**src/rtl/status_flag_if.sv**
```systemverilog
// status_flag_if
//   Groups the status/flag control and observation signals of
//   status_flag_unit. The master side (execute stage / test driver) drives
//   the write, forward, stack and condition inputs; the slave side (the
//   flag unit) returns the status word, condition result and stack state.
//
//   Parameters: WIDTH (status word width), DEPTH (save stack entries).
//   master: drives en_status, flag_mask, status_in, status_rdy, save,
//           restore and cond; observes every output.
//   slave:  the reverse of master.
interface status_flag_if #(
  parameter int WIDTH = 32,
  parameter int DEPTH = 4
);
  localparam int CNT_W = $clog2(DEPTH + 1);

  logic             en_status;
  logic [WIDTH-1:0] flag_mask;
  logic [WIDTH-1:0] status_in;
  logic             status_rdy;
  logic             save;
  logic             restore;
  logic [3:0]       cond;
  logic [WIDTH-1:0] status_out;
  logic             cond_pass;
  logic [CNT_W-1:0] stack_cnt;
  logic             stack_full;
  logic             stack_empty;
  logic             ovf;
  logic             udf;

  modport master (
    output en_status, flag_mask, status_in, status_rdy, save, restore, cond,
    input  status_out, cond_pass, stack_cnt, stack_full, stack_empty, ovf, udf
  );

  modport slave (
    input  en_status, flag_mask, status_in, status_rdy, save, restore, cond,
    output status_out, cond_pass, stack_cnt, stack_full, stack_empty, ovf, udf
  );
endinterface

```
**src/rtl/status_flag_unit.sv**
```systemverilog
// status_flag_unit
//   NZCV-bearing status register with a per-bit write mask, same-cycle
//   forwarding of the merged value, a DEPTH-entry LIFO save/restore stack
//   for exception entry/return, and ARM condition-code evaluation on the
//   (possibly forwarded) flags.
//
//   Ports:
//     clk    rising-edge clock
//     rst_n  asynchronous active-low reset
//     bus    status_flag_if slave modport: write/forward/stack/cond inputs,
//            status_out, cond_pass, stack_cnt/full/empty, ovf/udf pulses.
module status_flag_unit #(
  parameter int WIDTH    = 32,
  parameter int FLAG_LSB = 28,
  parameter int DEPTH    = 4
) (
  input  logic         clk,
  input  logic         rst_n,
  status_flag_if.slave bus
);
  localparam int CNT_W = $clog2(DEPTH + 1);
  localparam int IDX_W = (DEPTH > 1) ? $clog2(DEPTH) : 1;

  logic [WIDTH-1:0] status_q, status_d;
  logic [WIDTH-1:0] stack_q [DEPTH];
  logic [WIDTH-1:0] stack_d [DEPTH];
  logic [CNT_W-1:0] cnt_q, cnt_d;
  logic             ovf_q, ovf_d;
  logic             udf_q, udf_d;

  logic [WIDTH-1:0] merged;
  logic             full, empty;
  logic [IDX_W-1:0] top_idx, push_idx;
  logic             flag_n, flag_z, flag_c, flag_v;

  assign full  = (cnt_q == CNT_W'(DEPTH));
  assign empty = (cnt_q == '0);
  // Only meaningful when the stack is non-empty / not full respectively.
  assign top_idx  = IDX_W'(cnt_q - CNT_W'(1));
  assign push_idx = IDX_W'(cnt_q);

  assign merged = bus.en_status
                ? ((status_q & ~bus.flag_mask) | (bus.status_in & bus.flag_mask))
                : status_q;

  // Forwarding path: the execute stage sees this cycle's ALU flags.
  assign bus.status_out = bus.status_rdy ? merged : status_q;

  assign flag_n = bus.status_out[FLAG_LSB+3];
  assign flag_z = bus.status_out[FLAG_LSB+2];
  assign flag_c = bus.status_out[FLAG_LSB+1];
  assign flag_v = bus.status_out[FLAG_LSB];

  always_comb begin
    // NOTE: every output of a combinational block gets a default first,
    // otherwise an uncovered case path infers a latch.
    bus.cond_pass = 1'b1;
    unique case (bus.cond)
      4'd0:    bus.cond_pass = flag_z;
      4'd1:    bus.cond_pass = !flag_z;
      4'd2:    bus.cond_pass = flag_c;
      4'd3:    bus.cond_pass = !flag_c;
      4'd4:    bus.cond_pass = flag_n;
      4'd5:    bus.cond_pass = !flag_n;
      4'd6:    bus.cond_pass = flag_v;
      4'd7:    bus.cond_pass = !flag_v;
      4'd8:    bus.cond_pass = flag_c && !flag_z;
      4'd9:    bus.cond_pass = !flag_c || flag_z;
      4'd10:   bus.cond_pass = (flag_n == flag_v);
      4'd11:   bus.cond_pass = (flag_n != flag_v);
      4'd12:   bus.cond_pass = !flag_z && (flag_n == flag_v);
      4'd13:   bus.cond_pass = flag_z || (flag_n != flag_v);
      default: bus.cond_pass = 1'b1;
    endcase
  end

  always_comb begin
    status_d = merged;
    stack_d  = stack_q;
    cnt_d    = cnt_q;
    ovf_d    = 1'b0;
    udf_d    = 1'b0;

    if (bus.restore) begin
      if (!empty) begin
        // Restore wins over the ALU write; with save also set, the top
        // entry is swapped with the merged value instead of popped.
        status_d = stack_q[top_idx];
        if (bus.save) stack_d[top_idx] = merged;
        else          cnt_d = cnt_q - CNT_W'(1);
      end else begin
        udf_d = 1'b1;
      end
    end else if (bus.save) begin
      if (!full) begin
        stack_d[push_idx] = merged;
        cnt_d             = cnt_q + CNT_W'(1);
      end else begin
        ovf_d = 1'b1;
      end
    end
  end

  always_ff @(posedge clk or negedge rst_n) begin
    if (!rst_n) begin
      status_q <= '0;
      cnt_q    <= '0;
      ovf_q    <= 1'b0;
      udf_q    <= 1'b0;
      // NOTE: the stack array is reset too, so no stale exception context
      // survives a reset even though an empty stack never exposes it.
      for (int i = 0; i < DEPTH; i++) stack_q[i] <= '0;
    end else begin
      // NOTE: sequential state uses non-blocking assignment so every flop
      // samples pre-edge values regardless of statement order.
      status_q <= status_d;
      cnt_q    <= cnt_d;
      ovf_q    <= ovf_d;
      udf_q    <= udf_d;
      for (int i = 0; i < DEPTH; i++) stack_q[i] <= stack_d[i];
    end
  end

  assign bus.stack_cnt   = cnt_q;
  assign bus.stack_full  = full;
  assign bus.stack_empty = empty;
  assign bus.ovf         = ovf_q;
  assign bus.udf         = udf_q;
endmodule

```
**src/flat_wrapper.sv**
```systemverilog
// flat-port wrapper written by rule: the top's interface ports become plain ports
module status_flag_unit_flat 
#(
  parameter int WIDTH    = 32,
  parameter int FLAG_LSB = 28,
  parameter int DEPTH    = 4
)
  (clk, rst_n, bus_en_status, bus_flag_mask, bus_status_in, bus_status_rdy, bus_save, bus_restore, bus_cond, bus_status_out, bus_cond_pass, bus_stack_cnt, bus_stack_full, bus_stack_empty, bus_ovf, bus_udf);
  status_flag_if #(.WIDTH(WIDTH), .DEPTH(DEPTH)) bus_i ();
  input  logic clk;
  input  logic rst_n;
  input wire logic [$bits(bus_i.en_status)-1:0] bus_en_status;
  input wire logic [$bits(bus_i.flag_mask)-1:0] bus_flag_mask;
  input wire logic [$bits(bus_i.status_in)-1:0] bus_status_in;
  input wire logic [$bits(bus_i.status_rdy)-1:0] bus_status_rdy;
  input wire logic [$bits(bus_i.save)-1:0] bus_save;
  input wire logic [$bits(bus_i.restore)-1:0] bus_restore;
  input wire logic [$bits(bus_i.cond)-1:0] bus_cond;
  output wire logic [$bits(bus_i.status_out)-1:0] bus_status_out;
  output wire logic [$bits(bus_i.cond_pass)-1:0] bus_cond_pass;
  output wire logic [$bits(bus_i.stack_cnt)-1:0] bus_stack_cnt;
  output wire logic [$bits(bus_i.stack_full)-1:0] bus_stack_full;
  output wire logic [$bits(bus_i.stack_empty)-1:0] bus_stack_empty;
  output wire logic [$bits(bus_i.ovf)-1:0] bus_ovf;
  output wire logic [$bits(bus_i.udf)-1:0] bus_udf;
  assign bus_i.en_status = bus_en_status;
  assign bus_i.flag_mask = bus_flag_mask;
  assign bus_i.status_in = bus_status_in;
  assign bus_i.status_rdy = bus_status_rdy;
  assign bus_i.save = bus_save;
  assign bus_i.restore = bus_restore;
  assign bus_i.cond = bus_cond;
  assign bus_status_out = bus_i.status_out;
  assign bus_cond_pass = bus_i.cond_pass;
  assign bus_stack_cnt = bus_i.stack_cnt;
  assign bus_stack_full = bus_i.stack_full;
  assign bus_stack_empty = bus_i.stack_empty;
  assign bus_ovf = bus_i.ovf;
  assign bus_udf = bus_i.udf;
  status_flag_unit #(.WIDTH(WIDTH), .FLAG_LSB(FLAG_LSB), .DEPTH(DEPTH)) u_core (.clk(clk), .rst_n(rst_n), .bus(bus_i));
endmodule
```
**config.mk**
```make
export PLATFORM = sky130hd
export DESIGN_NAME = status_flag_unit_flat
export DESIGN_NICKNAME = d
export VERILOG_FILES = /design/src/rtl/status_flag_if.sv /design/src/rtl/status_flag_unit.sv /design/src/flat_wrapper.sv
export SDC_FILE = /design/constraint.sdc
export NUM_CORES = 1
export LEC_CHECK = 0
export BUFFER_PORTS_ARGS = -buffer_cell sky130_fd_sc_hd__buf_2
export CAP_MARGIN = 10
export CORE_UTILIZATION = 62
export DETAILED_ROUTE_END_ITERATION = 12
export PLACE_DENSITY = 0.95
export SLEW_MARGIN = 20
export SYNTH_ARGS = -nofsm -noshare
export SYNTH_HDL_FRONTEND = slang
export SYNTH_SLANG_ARGS = --single-unit
```
**constraint.sdc**
```tcl
create_clock -name clk -period 4 [get_ports clk]
set_input_delay 0.6 -clock clk [delete_from_list [all_inputs] [get_ports clk]]
set_output_delay 0.6 -clock clk [all_outputs]
set_load 0.01 [all_outputs]
```
# Word level (Yosys, flattened, before mapping)
# Index checks and enable logic that the tools add are counted.
# word_totals
wordCells	84
ff_bits	165
output_inout_bits	40
# classes
eq_ne	19
n_lt_le_gt_ge	4
mux	29
n_addsub	2
n_reduce_logical	16
n_bitwise	6
# ops
cell	count
$mux W128	5
$bwmux W128	2
$mux W32	8
$demux W32 S2	2
$and A32 B32 Y32	2
$bmux W32 S2	1
$not A32 Y32	1
$or A32 B32 Y32	1
$eq A4 B4 Y1 const B	6
$eq A4 B3 Y1 const B	4
$mux W3	5
$pmux W1 S14	1
$eq A4 B2 Y1 const B	2
$reduce_and A4 Y1	2
$ge A3 B3 Y1 const B	2
$lt A3 B1 Y1 const B	2
$ne A2 B2 Y1 const B	3
$not A2 Y3	2
$mux W1	5
$eq A4 B1 Y1 const B	1
$logic_and A1 B1 Y1	4
$logic_not A1 Y1	4
$logic_not A4 Y1	1
$reduce_bool A2 Y1	2
other kinds (7)	8

# Longest topological paths before layout
# depth
word_depth	10
depth_mapped	14

# Worst setup path after synthesis
# OpenSTA, ideal clock, no wires.
# synth_path
path_type	register to register
start	register u_core.cnt_q[0] (netlist: u_core.bus.stack_cnt[0])
end	register u_core.status_q[10]
setup_slack_ps	1481
stages_incl_launch_ff	10
period_less_slack_ps	2519
setup_time_ps	139
arrival_ps	2380
path_cell_list	dfrtp_1 buf_2 buf_2 inv_1 ha_1 buf_2 clkbuf_1 mux4_2 nor2_1 a21oi_1
# synth_via
elab_chain_len	7
word_cells_on_any_way	8
classes_between	add/sub: 1; mux: 5; bitwise: 1; reduce/logical: 1
# synth_lines
item	line	source
from (decl)	status_flag_unit.sv:27	logic [CNT_W-1:0] cnt_q, cnt_d;
from (signal assigned)	status_flag_unit.sv:117	cnt_q <= cnt_d;
$sub A3 B1 Y3	status_flag_unit.sv:39	assign top_idx = IDX_W'(cnt_q - CNT_W'(1));
$not A2 Y3 (implied by the code)	status_flag_unit.sv:88	status_d = stack_q[top_idx];
$bmux W32 S2	status_flag_unit.sv:88	
$mux W32 (implied by the code) (2 in a row)	status_flag_unit.sv:88	
$mux W32 (*)	status_flag_unit.sv:85	if (!empty) begin
$mux W32 (*)	status_flag_unit.sv:84	if (bus.restore) begin
named net u_core.status_d[10]	status_flag_unit.sv:24	logic [WIDTH-1:0] status_q, status_d;
to (signal assigned)	status_flag_unit.sv:116	status_q <= status_d;
to (decl)	status_flag_unit.sv:24	
# Mark *: on every way through the listed nets, which the timed path passes. The rest lies on a longest branch. The select of a mux whose other input is x is not followed.
# A chain may end at the register's enable or synchronous reset.

# Worst setup path after layout
# layout_path
start	register u_core.cnt_q[0] (netlist: u_core.bus.stack_cnt[0])
end	register u_core.stack_q[13] (netlist name)
# layout_via
elab_chain_len	10
word_cells_on_any_way	26
classes_between	add/sub: 1; order compare: 4; eq/ne: 3; mux: 11; bitwise: 2; reduce/logical: 5
# layout_lines
item	line	source
$sub A3 B1 Y3	status_flag_unit.sv:39	
$not A2 Y3 (implied by the code)	status_flag_unit.sv:89	if (bus.save) stack_d[top_idx] = merged;
$ge A3 B3 Y1 (implied by the code) or $lt A3 B1 Y1 (tied branches)	status_flag_unit.sv:89	
$logic_and A1 B1 Y1 (implied by the code)	status_flag_unit.sv:89	
$mux W32 (implied by the code)	status_flag_unit.sv:89	
$demux W32 S2	status_flag_unit.sv:89	
$bwmux W128	status_flag_unit.sv:89	
$mux W128	status_flag_unit.sv:89	
$mux W128	status_flag_unit.sv:85	
$mux W128	status_flag_unit.sv:84	
to (decl)	status_flag_unit.sv:25	logic [WIDTH-1:0] stack_q [DEPTH];
# Parallel ways exist; a longest one is shown, timed or not. The select of a mux whose other input is x is not followed.

==> metrics.txt <==
Post-Synthesis Cell Area 0.00773 sq mm; EDFF count, synth 0; Max Cap Viol 0; Slew Viols, Final 0; CTS buffer count 17; CP Data Arrival Time around 3.4 ns; diode count 0; final hold violation count 0; worst endpoint required time approximately 4.3 ns; Final setup viols 0; Ys Warns 0; clk_lat worst skew around 0.43 ns; Total Wirelength ~21000 microns; Cells after Synth 774; post-DR vias/cell about 6.5; largest net degree at the start of global routing between 100 and 150; antenna violations before repair 0; gpl congestion between 0.8 and 0.9; CTS Sinks 165; commonest cells after routing, fill and taps aside dfrtp_1 (164), nor2_1 (128), a21oi_1 (126); leakage power 4.21 nW; most used cell, CP buf_4; class of the worst hold path in -> async; worst slew pin tran 0.898 ns; Critical Path End Type flip-flop; I/O pins ~110; port bufs 113; antenna-violating nets left 0; VDD IR max between 0.3 and 0.4 mV; outcome completed; Startpoint Class flip-flop; clock slew seen by the registers of the worst setup and hold paths roughly 0.07 ns; Critical Path Max Stage Delay 0.70 ns; H-tree lvl count 4; syn nets roughly 860; ratio of cells with drive above 1 in the final layout 0.222; Fin Setup TNS 0 ns; RSZ-0062 raised after global routing false; CP Cell Sequence buf_4, ha_1, nand3_1, o21ai_0, and2_2, buf_4, nor2_1, a21oi_1; Resize count post-CTS 0; vias 6785; WHS 0.118 ns; routed len/inst just over 20 microns; Die Area about 0.013 sq mm; core area roughly 0.012 sq mm; CP max stage cell and2_2; Die H around 110 microns; most common cell after layout, fill and taps aside dfrtp_1; library cells used by synthesis 34; Area Overhead vs Synth 16.7%; final net count 944; Top FF cell, synth dfrtp_1; Bufs on Longest Clock Path 2; Hold-fix buffers, CTS 0; TritonCTS clock tree done; #FFs+latches synth around 170; post-DP HPWL approximately 11000 microns; cell area power density between 900 and 1000 mW/mm^2; starting density of the core 0.641; fin crit period ~3 ns; Max-slew headroom 0.399; gr usage total 0.354; ys async rst share 1.00; DRT Pass-1 Iters 7; CP max FO 39; Worst Skew roughly 0.011 ns; Rows 40; setup bufs post-CTS 0; Syn Area/Cell between 9 and 10 sq um; number of global-route vias before repair ~6600; sequential fraction of the synthesis area 0.534; die width between 100 and 150 microns; GR Overflow Total 0; highest clock rate between 300 and 400 MHz; Root Buffer clkbuf_16; first-pass GRT wire length between 30000 and 40000 microns; CP Class reg -> reg; period utilization 0.766; DRC viols 0; drt initial violations around 900
[metrics by stage]
step / utilization / setup slack [ns] / instances / total power (W) / instance area (sq um)
6_report: 0.748 / 0.934 / 1043 / 0.00814 / 9020
2_1_floorplan: - / 1.48 / 774 / 0.00518 / 7730
3_3_place_gp: 0.695 / 1.09 / 1011 / 0.00582 / 8390
5_1_grt: 0.748 / 0.754 / 1043 / 0.00853 / 9020
3_5_place_dp: 0.695 / 1.02 / 1011 / 0.00605 / 8390
4_1_cts: 0.747 / 0.954 / 1043 / 0.00803 / 9010
[metal layers]
metal | track usage | wire [microns] | up-vias
li1 | - | - | 2845
met1 | 0.451 | 7850 | 3271
met2 | 0.563 | 10500 | 536
met3 | 0.0850 | 1950 | 133
met5 | 0 | 0 | -
met4 | 0.197 | 1140 | 0
[cells by family after synthesis]
family,count (synthesis),synth area share
buffers and inverters,63,0.0337
xor gates and xnor gates,4,0.00453
adders and majority gates,8,0.0130
AOI/OAI and AO/OA,204,0.136
DFF,165,0.534
muxes,69,0.143
and+or+nand+nor,261,0.136
[Yosys cell counts, types with 2 or more instances]
cell type    n  area (sq um)
nand3_1      9          45.0
mux4_2      32           721
o211ai_1     3          22.5
nor3_1       2          10.0
o21ai_0     68           340
nor2_1     128           480
nor2b_1      6          37.5
dfrtp_1    165          4130
ha_1         8           100
mux2i_1     36           360
buf_2       19          95.1
inv_1        9          33.8
nand2_1    106           398
a21oi_1    126           631
o31ai_1      2          15.0
and4b_1      2          20.0
clkbuf_1    28           105
xnor2_1      4          35.0
buf_1        6          22.5
[layout make-up]
type	instances	area, sq um
Clock inverter	12	168
Inverter	10	37.5
Tap cell	168	210
Multi-Input combinational cell	546	3370
Timing Repair Buffer	122	652
Clock buffer	20	457
Sequential cell	165	4130
Fill cell	675	3040
[flip-flops by register name, indices dropped and copies added (netlist names)]
| register | flops |
|---|---|
| u_core.bus.udf | 1 |
| u_core.status_q | 32 |
| u_core.stack_q | 128 |
| u_core.bus.ovf | 1 |
| u_core.bus.stack_cnt | 3 |
[report_power, final]
group	switching, W	internal, W
clock network	0.000711	0.00103
registers	0.000539	0.00249
logic	0.00199	0.00139
[worst paths after layout]
kind                                          from                      end  slack, ns  cells past startpoint
setup reg to reg           u_core.bus.stack_cnt[0]       u_core.stack_q[13]       0.93                      8
hold reg to reg                 u_core.stack_q[88]       u_core.stack_q[88]       0.47                      2
hold / removal                               rst_n      u_core.status_q[20]       0.12                      1
min in group clk                u_core.stack_q[88]       u_core.stack_q[88]       0.47                      2
setup / recovery           u_core.bus.stack_cnt[0]       u_core.stack_q[13]       0.93                      8
max in group asynchronous                    rst_n  u_core.bus.stack_cnt[0]       2.93                      2
[worst max-delay path: cells and delay by family (launching register included)]
kind / cells / cell delay [ns]
buffers and inverters: 2 / 0.95
AND/OR/NAND/NOR: 3 / 0.88
flip-flops: 1 / 0.37
AO/OA/AOI/OAI: 2 / 0.37
adder cells (fa/ha/maj): 1 / 0.34
Power figures use the tool's default switching activity.
